--- src/rtl/udp_rx_reader_pkg.sv ---
// Shared constants, FSM state type and skid entry layout for the UDP receive reader.
package udp_rx_reader_pkg;

  localparam int UDP_HDR_LEN     = 8;
  localparam int UDP_RAM_AW      = 11;
  localparam int UDP_MAX_PAYLOAD = 2048;

  typedef enum logic [1:0] {
    IDLE,
    READ,
    DRAIN
  } rd_state_t;

  typedef struct packed {
    logic       sof;
    logic       eof;
    logic [7:0] data;
  } skid_entry_t;

  // Payload length after stripping the header; 0 means the indication is unusable.
  function automatic logic [15:0] payload_len(input logic [15:0] udp_len,
                                              input int          hdr_len,
                                              input int          max_payload);
    logic [15:0] plen;
    if (udp_len <= 16'(hdr_len)) begin
      plen = 16'd0;
    end else begin
      plen = udp_len - 16'(hdr_len);
      if (plen > 16'(max_payload)) plen = 16'(max_payload);
    end
    return plen;
  endfunction

endpackage

--- src/rtl/udp_rx_reader_if.sv ---
// Payload byte stream with valid/ready handshake, packet delimiters and packet length.
interface udp_rx_reader_if;

  logic [7:0]  m_data;
  logic        m_valid;
  logic        m_ready;
  logic        m_sof;
  logic        m_eof;
  logic [15:0] m_len;

  modport master (output m_data, m_valid, m_sof, m_eof, m_len, input m_ready);
  modport slave  (input m_data, m_valid, m_sof, m_eof, m_len, output m_ready);

endinterface

--- src/rtl/udp_rx_reader_skid.sv ---
// Two-entry FIFO behind the RAM read port; a read landing on an empty FIFO is presented directly.
module udp_rx_skid
  import udp_rx_reader_pkg::*;
(
  input  logic        clk,
  input  logic        rst_n,
  input  logic        issue,
  input  logic        issue_sof,
  input  logic        issue_eof,
  input  logic [7:0]  rdata,
  input  logic        pop,
  output logic        head_valid,
  output skid_entry_t head,
  output logic [1:0]  occupancy
);

  skid_entry_t mem [2];
  logic        wr_ptr;
  logic        rd_ptr;
  logic [1:0]  count;
  logic        pend;
  logic        pend_sof;
  logic        pend_eof;
  skid_entry_t ret;
  logic        push;
  logic        pop_mem;

  assign ret        = {pend_sof, pend_eof, rdata};
  assign head_valid = (count != 2'd0) || pend;
  assign pop_mem    = pop && (count != 2'd0);
  // The returning byte is stored unless it bypasses straight to the sink this cycle.
  assign push       = pend && !((count == 2'd0) && pop);
  assign occupancy  = count + {1'b0, pend};

  always_comb begin
    head = '0;
    if (count != 2'd0) head = mem[rd_ptr];
    else if (pend)     head = ret;
  end

  always_ff @(posedge clk or negedge rst_n) begin
    if (!rst_n) begin
      mem[0]   <= '0;
      mem[1]   <= '0;
      wr_ptr   <= 1'b0;
      rd_ptr   <= 1'b0;
      count    <= 2'd0;
      pend     <= 1'b0;
      pend_sof <= 1'b0;
      pend_eof <= 1'b0;
    end else begin
      pend     <= issue;
      pend_sof <= issue_sof;
      pend_eof <= issue_eof;
      if (push) begin
        mem[wr_ptr] <= ret;
        wr_ptr      <= ~wr_ptr;
      end
      if (pop_mem) rd_ptr <= ~rd_ptr;
      case ({push, pop_mem})
        2'b10:   count <= count + 2'd1;
        2'b01:   count <= count - 2'd1;
        default: count <= count;
      endcase
    end
  end

endmodule

--- src/rtl/udp_rx_reader.sv ---
// Reads each completed UDP payload out of the receive RAM and streams it with sof/eof framing.
module udp_rx_reader
  import udp_rx_reader_pkg::*;
#(
  parameter int RAM_AW      = UDP_RAM_AW,
  parameter int HDR_LEN     = UDP_HDR_LEN,
  parameter int MAX_PAYLOAD = UDP_MAX_PAYLOAD
) (
  input  logic              clk,
  input  logic              rst_n,
  input  logic              udp_rec_data_valid,
  input  logic [15:0]       udp_rec_data_length,
  output logic [RAM_AW-1:0] udp_rec_ram_read_addr,
  input  logic [7:0]        udp_rec_ram_rdata,
  udp_rx_reader_if.master   m,
  output logic              busy,
  output logic [7:0]        drop_cnt
);

  localparam int LW = $clog2(MAX_PAYLOAD + 1);

  rd_state_t         state;
  rd_state_t         next_state;
  logic [RAM_AW-1:0] rd_addr;
  logic [LW-1:0]     rd_left;
  logic [15:0]       len_q;
  logic [15:0]       plen;
  logic              accept;
  logic              drop;
  logic              issue;
  logic              pop;
  logic              head_valid;
  skid_entry_t       head;
  logic [1:0]        occupancy;

  assign plen = payload_len(udp_rec_data_length, HDR_LEN, MAX_PAYLOAD);
  assign pop  = head_valid && m.m_ready;

  // Only one RAM read may be outstanding per free skid slot, so the sink can stall at any time.
  always_comb begin
    next_state = state;
    accept     = 1'b0;
    drop       = 1'b0;
    issue      = 1'b0;
    case (state)
      IDLE: begin
        if (udp_rec_data_valid) begin
          if (plen != 16'd0) begin
            accept     = 1'b1;
            next_state = READ;
          end else begin
            drop = 1'b1;
          end
        end
      end
      READ: begin
        drop  = udp_rec_data_valid;
        issue = (occupancy < 2'd2);
        if (issue && (rd_left == LW'(1))) next_state = DRAIN;
      end
      DRAIN: begin
        drop = udp_rec_data_valid;
        if (pop && head.eof) next_state = IDLE;
      end
      default: next_state = IDLE;
    endcase
  end

  always_ff @(posedge clk or negedge rst_n) begin
    if (!rst_n) begin
      state    <= IDLE;
      rd_addr  <= '0;
      rd_left  <= '0;
      len_q    <= 16'd0;
      drop_cnt <= 8'd0;
    end else begin
      state <= next_state;
      if (accept) begin
        rd_addr <= '0;
        rd_left <= plen[LW-1:0];
        len_q   <= plen;
      end else if (issue) begin
        rd_addr <= rd_addr + RAM_AW'(1);
        rd_left <= rd_left - LW'(1);
      end
      if (drop && (drop_cnt != 8'hFF)) drop_cnt <= drop_cnt + 8'd1;
    end
  end

  udp_rx_skid u_skid (
    .clk        (clk),
    .rst_n      (rst_n),
    .issue      (issue),
    .issue_sof  (rd_left == LW'(len_q)),
    .issue_eof  (rd_left == LW'(1)),
    .rdata      (udp_rec_ram_rdata),
    .pop        (pop),
    .head_valid (head_valid),
    .head       (head),
    .occupancy  (occupancy)
  );

  assign udp_rec_ram_read_addr = rd_addr;
  assign busy                  = (state != IDLE);
  assign m.m_valid             = head_valid;
  assign m.m_data              = head.data;
  assign m.m_sof               = head.sof;
  assign m.m_eof               = head.eof;
  assign m.m_len               = len_q;

endmodule
--- src/flat_wrapper.sv ---
// flat-port wrapper written by rule: the top's interface ports become plain ports
module udp_rx_reader_flat import udp_rx_reader_pkg::*;
#(
  parameter int RAM_AW      = UDP_RAM_AW,
  parameter int HDR_LEN     = UDP_HDR_LEN,
  parameter int MAX_PAYLOAD = UDP_MAX_PAYLOAD
)
  (clk, rst_n, udp_rec_data_valid, udp_rec_data_length, udp_rec_ram_read_addr, udp_rec_ram_rdata, busy, drop_cnt, m_m_data, m_m_valid, m_m_sof, m_m_eof, m_m_len, m_m_ready);
  udp_rx_reader_if m_i ();
  input  logic clk;
  input  logic rst_n;
  input  logic udp_rec_data_valid;
  input  logic [15:0] udp_rec_data_length;
  output logic [RAM_AW-1:0] udp_rec_ram_read_addr;
  input  logic [7:0] udp_rec_ram_rdata;
  output logic busy;
  output logic [7:0] drop_cnt;
  output wire logic [$bits(m_i.m_data)-1:0] m_m_data;
  output wire logic [$bits(m_i.m_valid)-1:0] m_m_valid;
  output wire logic [$bits(m_i.m_sof)-1:0] m_m_sof;
  output wire logic [$bits(m_i.m_eof)-1:0] m_m_eof;
  output wire logic [$bits(m_i.m_len)-1:0] m_m_len;
  input wire logic [$bits(m_i.m_ready)-1:0] m_m_ready;
  assign m_m_data = m_i.m_data;
  assign m_m_valid = m_i.m_valid;
  assign m_m_sof = m_i.m_sof;
  assign m_m_eof = m_i.m_eof;
  assign m_m_len = m_i.m_len;
  assign m_i.m_ready = m_m_ready;
  udp_rx_reader #(.RAM_AW(RAM_AW), .HDR_LEN(HDR_LEN), .MAX_PAYLOAD(MAX_PAYLOAD)) u_core (.clk(clk), .rst_n(rst_n), .udp_rec_data_valid(udp_rec_data_valid), .udp_rec_data_length(udp_rec_data_length), .udp_rec_ram_read_addr(udp_rec_ram_read_addr), .udp_rec_ram_rdata(udp_rec_ram_rdata), .m(m_i), .busy(busy), .drop_cnt(drop_cnt));
endmodule
--- config.mk ---
export PLATFORM = sky130hd
export DESIGN_NAME = udp_rx_reader_flat
export DESIGN_NICKNAME = d
export VERILOG_FILES = /design/src/rtl/udp_rx_reader_pkg.sv /design/src/rtl/udp_rx_reader_if.sv /design/src/rtl/udp_rx_reader_skid.sv /design/src/rtl/udp_rx_reader.sv /design/src/flat_wrapper.sv
export SDC_FILE = /design/constraint.sdc
export NUM_CORES = 1
export LEC_CHECK = 0
export ABC_AREA = 1
export CORE_MARGIN = 2
export CORE_UTILIZATION = 25
export DETAILED_ROUTE_END_ITERATION = 8
export SLEW_MARGIN = 20
export SYNTH_ARGS = -nofsm -noshare
export SYNTH_HDL_FRONTEND = slang
export SYNTH_SLANG_ARGS = --single-unit
--- constraint.sdc ---
create_clock -name clk -period 2 [get_ports clk]
set_input_delay 0.3 -clock clk [delete_from_list [all_inputs] [get_ports clk]]
set_output_delay 0.3 -clock clk [all_outputs]
set_load 0.1 [all_outputs]
Word-level counts from Yosys, hierarchy flattened
Cells that the tools add are included.
W data, S select, Z words.
- add/subtract/negate cells: 7
- order comparisons: 6
- equality and inequality tests: 11
- muxes and demuxes: 27
- bitwise logic cells: 4
- reductions and logical operators: 19
- operator list (kind ; count):
    $mux W10 ; 6
    $mux W16 ; 2
    $mux W12 ; 2
    $mux W11 ; 2
    $bwmux W20 ; 1
    $gt A16 B12 Y1 const B ; 1
    $le A16 B4 Y1 const B ; 1
    $reduce_bool A16 Y1 ; 1
    $sub A16 B4 Y16 const B ; 1
    $eq A12 B1 Y1 const B ; 1
    $eq A12 B12 Y1 ; 1
    $sub A12 B1 Y12 const B ; 1
    $add A11 B1 Y11 const B ; 1
    $demux W10 S1 ; 1
    $add A8 B1 Y8 const B ; 1
    $logic_and A1 B1 Y1 ; 8
    $mux W2 ; 4
    $ne A8 B8 Y1 const B ; 1
    $reduce_bool A2 Y1 ; 4
    $mux W1 ; 6
    $ne A2 B1 Y1 const B ; 3
    $pmux W2 S3 ; 1
    $eq A2 B1 Y1 const B ; 2
    $eq A2 B2 Y1 const B ; 2
    16 further kinds ; 20
- register bits: 76
- input bits: 28
- output and inout bits: 47
- word-level logic and storage cells: 91

Logic depth before layout (Yosys ltp)
Gate-level depths: netlist (run 1).
- word-level depth: 9
- depth in mapped cells: 22
- depth with buffers taken out: 21

By module
Synthesis (run 1) repeated with hierarchy kept, for this count alone.
- cell total of the unflattened synthesis: 632
- area, all modules: 4773.3 um^2
- modules (own cells, without submodules) (module ; instances ; cells an instance ; area each (um^2) ; sequential area each (um^2)):
    udp_rx_reader ; 1 ; 467 ; 3387.0 ; 1226.2
    udp_rx_skid ; 1 ; 165 ; 1386.3 ; 675.6

Worst setup path after synthesis (run 1)
Ideal clock, no wire load.
- path kind: register -> register
- start: reg u_core.u_skid.count[0]
- end: reg u_core.state[0]
- setup time: 0.165 ns
- arrival: 2.832 ns
- required time: 1.835 ns
- setup slack: -0.996 ns
- cell stages (with the launch flop): 12
- buffers on the path: 0
- period minus slack after synthesis: 2.996 ns
- cell sequence: dfrtp_1 -> nor2_1 -> a21oi_1 -> o21a_1 -> a21oi_1 -> nand3_1 -> nand2_1 -> o21ai_0 -> inv_1 -> nand2_1 -> nand2_1 -> o21ai_0
- elaborated cells on any way between the ends: 11
- those cells by class: add/sub: 1; order compare: 1; eq/ne: 2; mux: 1; reduce/logical: 6
- RTL lines (what ; RTL line ; RTL):
    start, declared ; udp_rx_reader_skid.sv:20 ; logic [1:0] count;
    start signal, assigned ; udp_rx_reader_skid.sv:61 ; 2'b10: count <= count + 2'd1;
    start signal, assigned ; udp_rx_reader_skid.sv:62 ; 2'b01: count <= count - 2'd1;
    start signal, assigned ; udp_rx_reader_skid.sv:63 ; default: count <= count;
    $reduce_bool A2 Y1 ; udp_rx_reader_skid.sv:37 ; if (count != 2'd0) head = mem[rd_ptr];
    $mux W10 ; udp_rx_reader_skid.sv:37 ;
    via m_m_eof ; flat_wrapper.sv:21 ; output wire logic [$bits(m_i.m_eof)-1:0] m_m_eof;
    $logic_and A1 B1 Y1 ; udp_rx_reader.sv:63 ; if (pop && head.eof) next_state = IDLE;
    $ne A2 B1 Y1 (no source line) ; n/a ;
    $reduce_and A4 Y1 (no source line) ; n/a ;
    end signal, assigned ; udp_rx_reader.sv:77 ; state <= next_state;
    end, declared ; udp_rx_reader.sv:22 ; rd_state_t state;
The timed path passes the listed nets, and every way through them passes these cells.
A chain may end at the register's enable or synchronous reset.

Worst setup path in the final report (run 1)
- start: in udp_rec_data_length[3]
- end: reg u_core.rd_left[8]
- cells in the longest elaborated chain, start to end: 9
- elaborated cells on any way between the ends: 11
- those cells by class: add/sub: 1; order compare: 2; mux: 6; reduce/logical: 2
- ends and longest elaborated chain (what ; RTL line ; RTL):
    start, declared ; flat_wrapper.sv:13 ; input logic [15:0] udp_rec_data_length;
    $sub A16 B4 Y16 ; udp_rx_reader_pkg.sv:28 ; plen = udp_len - 16'(hdr_len);
    $gt A16 B12 Y1 ; udp_rx_reader_pkg.sv:29 ; if (plen > 16'(max_payload)) plen = 16'(max_payload);
    $mux W16 ; udp_rx_reader_pkg.sv:29 ;
    $mux W16 (*) ; udp_rx_reader_pkg.sv:25 ; if (udp_len <= 16'(hdr_len)) begin
    $reduce_bool A16 Y1 ; udp_rx_reader.sv:48 ; if (plen != 16'd0) begin
    $mux W1 ; udp_rx_reader.sv:48 ;
    $mux W1 ; udp_rx_reader.sv:47 ; if (udp_rec_data_valid) begin
    $mux W1 ; udp_rx_reader.sv:45 ; case (state)
    $mux W12 / $reduce_bool A2 Y1 (equally long branches) ; n/a ;
    end signal, assigned ; udp_rx_reader.sv:80 ; rd_left <= plen[LW-1:0];
    end signal, assigned ; udp_rx_reader.sv:84 ; rd_left <= rd_left - LW'(1);
    end, declared ; udp_rx_reader.sv:25 ; logic [LW-1:0] rd_left;
Every way passes the cells marked *; elsewhere a longest branch is shown, timed or not.

==> results of run 1 <==
layout make-up:
class                   count  area share [%]
multi-input cells         450            37.6
repair buffers            168            22.1
well taps                 229            3.95
clock inverters             5            1.16
flip-flops and latches     76            26.5
inverters                  99            5.39
clock buffers              11            3.35
sequential cells by signal, summed over array words and instances, names as in the netlist:
signal	cells
u_core.u_skid.pend_sof	1
u_core.drop_cnt	8
u_core.u_skid.rd_ptr	1
u_core.rd_left	12
u_core.u_skid.mem	20
u_core.u_skid.count	2
u_core.udp_rec_ram_read_addr	11
u_core.state	2
u_core.m.m_len	16
u_core.u_skid.pend_eof	1
u_core.u_skid.pend	1
u_core.u_skid.wr_ptr	1
synth_stat cells, drive strengths merged:
cell,instances
o21a,1
nor3b,1
or2,6
mux2,1
xnor2,8
nor4,1
clkinv,1
xor2,14
buf,5
nor2,58
o21bai,1
o2111ai,4
nand3b,8
nand4,12
o21ai,40
ha,11
o211ai,3
nor3,7
dfrtp,76
or4,1
inv,98
nand2,201
a21oi,16
clkbuf,11
nand3,56
report_power, final:
part	leakage (nW)	internal [mW]	switching (mW)	total, mW
combinational	2.54	2.55	4.44	7.00
sequential	0.987	2.01	0.369	2.38
clock	0.152	1.13	0.665	1.80
metrics by stage:
step / util (%) / instance area, um^2 / std cells
after floorplan: - / 4810 / 641
after global placement: 35.1 / 6330 / 998
after detailed placement: 35.1 / 6330 / 998
after CTS: 38.3 / 6900 / 1028
after global routing: 40.2 / 7250 / 1038
final: 40.2 / 7250 / 1038
kinds of logic (layout without fill, tap and decap cells):
group           count (synthesis)  after routing  synth area share [%]
simple gates                  351            351                  33.7
xor+xnor                       22             22                  4.18
fa+ha+maj                      11             11                  2.98
flops                          76             76                  41.2
compound gates                 65             65                  7.89
buf+inv                       115            283                  9.74
mux                             1              1                 0.244
worst paths after layout:
kind / end / cells after the start
worst max-delay path: u_core.rd_left[8]$_DFFE_PN0P_ / 22
worst min-delay path: u_core.udp_rec_ram_read_addr[0]$_DFFE_PN0P_ / 2
worst max register to register: u_core.udp_rec_ram_read_addr[9]$_DFFE_PN0P_ / 14
worst min register to register: u_core.u_skid.mem[17]$_DFFE_PN0P_ / 2
max in group asynchronous: u_core.udp_rec_ram_read_addr[2]$_DFFE_PN0P_ / 3
min in group clk: u_core.rd_left[0]$_DFFE_PN0P_ / 4
worst max-delay path, stage by stage:
cell        delay [ns]
buf_8             0.10
clkinvlp_4        0.07
buf_4             0.13
nand2_1           0.11
nor2_2            0.17
nand3_1           0.09
nand2_1           0.09
nand2_2           0.10
nor2_8            0.17
nand2_4           0.08
inv_2             0.06
nand2_1           0.04
nand2_1           0.06
nor2_2            0.05
nand2_4           0.06
nand3_4           0.10
buf_12            0.17
buf_12            0.13
nand2_2           0.04
nand2_1           0.05
nand2_1           0.06
nand2_1           0.04
timing repair:
| action | 4_1_cts | 5_1_grt |
|---|---|---|
| gates resized for setup | 74 | 97 |
| cloned | 2 | 1 |
| setup buffers | 11 | 11 |
| hold buffers | 1 | 0 |
| pin swaps | 25 | 42 |
| hold endpoints to repair | 29 | 0 |
| endpoints found under the setup margin | 56 | 56 |
metal layers:
metal | vias to the layer above | global-route usage (%) | share of wire [%]
li1 | 2342 | - | -
met1 | 2116 | 16.5 | 45
met2 | 97 | 21.1 | 47
met3 | 22 | 3.37 | 5.7
met4 | 0 | 4.68 | 2.0
met5 | - | 0 | 0
==> key figures, run 1 <==
STA
  • Slew Viols, Final: 0
  • Slew headroom: between 60% and 70%
  • Final worst-path setup slack: -0.0352 ns
  • Total Neg Setup Slack: -0.208 ns
  • Period Utilization, post-route: 102%
  • Tmin final: 2.04 ns
  • Count of endpoints failing setup in the final report: 11
  • Least-Margin Pin Slew: 0.460 ns
  • FMAX: between 400 and 500 MHz
  • RSZ-0062 raised after global routing: true
  • Number of hold violations in the final report: 0
  • Hold Slack: between 0.4 and 0.5 ns
  • Setup skew after layout: around 0.0072 ns

Clocking
  • Clk Latency, worst-skew pair: roughly 0.34 ns
  • Number of buffers created by CTS: 9
  • Number of levels the H-tree was split into: 3
  • Number of buffers on the longest clock path: 2
  • Cell chosen for the clock root: clkbuf_16
  • Number of clock sinks seen by CTS: 76
  • Clock tree from TritonCTS: built
  • Clk pin slew, worst setup/hold paths: 0.06 ns

Final layout
  • Post-synthesis to final-layout area growth: 57.1%
  • Multi-input logic area: roughly 2700 um^2
  • Fillcell total: 1852
  • Most frequent standard cell in the layout excluding fill and tap cells: nand2_1
  • Antenna Diode Count: 0
  • Fraction of final layout cells with drive strength greater than 1: 37.6%
  • Number of nets in the final layout: ~840
  • Register area: 1920 um^2
  • Highest-count cells in the layout ignoring fill and taps: 145 x nand2_1, 113 x buf_4, 76 x inv_1

Power and ir drop
  • Leakage power total: about 3.7 nW
  • Peak VDD IR: between 2 and 2.5 mV
  • Power density cells: around 1500 nW/um^2
  • Power Total: 11.2 mW

Route
  • 1st-iter DRT viols: roughly 260
  • DR pass1 iterations: 4
  • Remaining number of nets flagged by the antenna check after routing: 0
  • Number of vias after detailed routing: roughly 4600
  • Final routed DRC violation total: 0
  • Total wire length: 12800 um
  • Average via count per standard cell: about 4.4
  • Average routed wire per standard cell: between 10 and 15 um

Logic synthesis
  • Sequential area share after synthesis: a little over 40%
  • Yosys Warn Count: 0
  • Leading area contributor after synthesis: dfrtp_1
  • #FFs+latches synth: between 70 and 80
  • Synth cell types: 36
  • Top area cells in the synthesized netlist: dfrtp_1 41%, nand2_1 16%, inv_1 7.7%
  • Area fraction of the dominant cell type after synthesis: roughly two fifths
  • Syn Inst Count: between 600 and 700
  • Post-synthesis instance area: roughly 4600 um^2
  • Syn avg cell area: 7.19 um^2
  • Mapped Nets: 680

Job
  • Max-capacitance violation count: 0

Worst setup path
  • Class of the most critical setup path: input port to flip-flop
  • Startpoint of the worst-slack reg-to-reg timing path: u_core.state[1]$_DFFE_PN0P_
  • Critical Path Source: udp_rec_data_length[3]
  • Setup crit start kind: input port
  • Worst-path fanout max: 6
  • Data required time at the worst endpoint: 2.23 ns
  • Slack of the worst reg-to-reg path: 0 ns
  • Critical Path End Type: flip-flop
  • Data arrival at the endpoint of the critical path: roughly 2.3 ns

Floorplan
  • I/O pin count: 75
  • Die Y: 140 um
  • Die Width: between 100 and 150 um
  • Placeable Area: 18000 um^2
  • Starting density of the core: about a quarter
  • Row count: 49
  • Die Outline Area: 19500 um^2

Placement
  • Port buffer count: 74
  • Pre-CTS setup slack: -0.866 ns
  • Routability-driven placement congestion ratio: 0.870
  • Half-perimeter wire length of the detailed placement result: ~9500 um

Global route
  • Combined global-route utilization of all metal layers: about an eighth
  • Antenna violations before repair: 0
  • Global-route wire length before repair: 20700 um
  • Global route total overflow: 0
  • Maximum number of pins on one net before global-route repair: 32
  • Vias in the first global route: around 4300

Outcome
  • Violations in the final reports: setup timing
  • Result of the run: finished, violations left

Min path
  • Worst min-delay path category: input port to async pin
(Power assumes the default switching activity.)
==> run 2, diff against run 1 <==
Settings changed: SLEW_MARGIN 20 to 0.
==> results of run 2 <==
No change in the layout: final DEF, timing and power equal those of run 1.
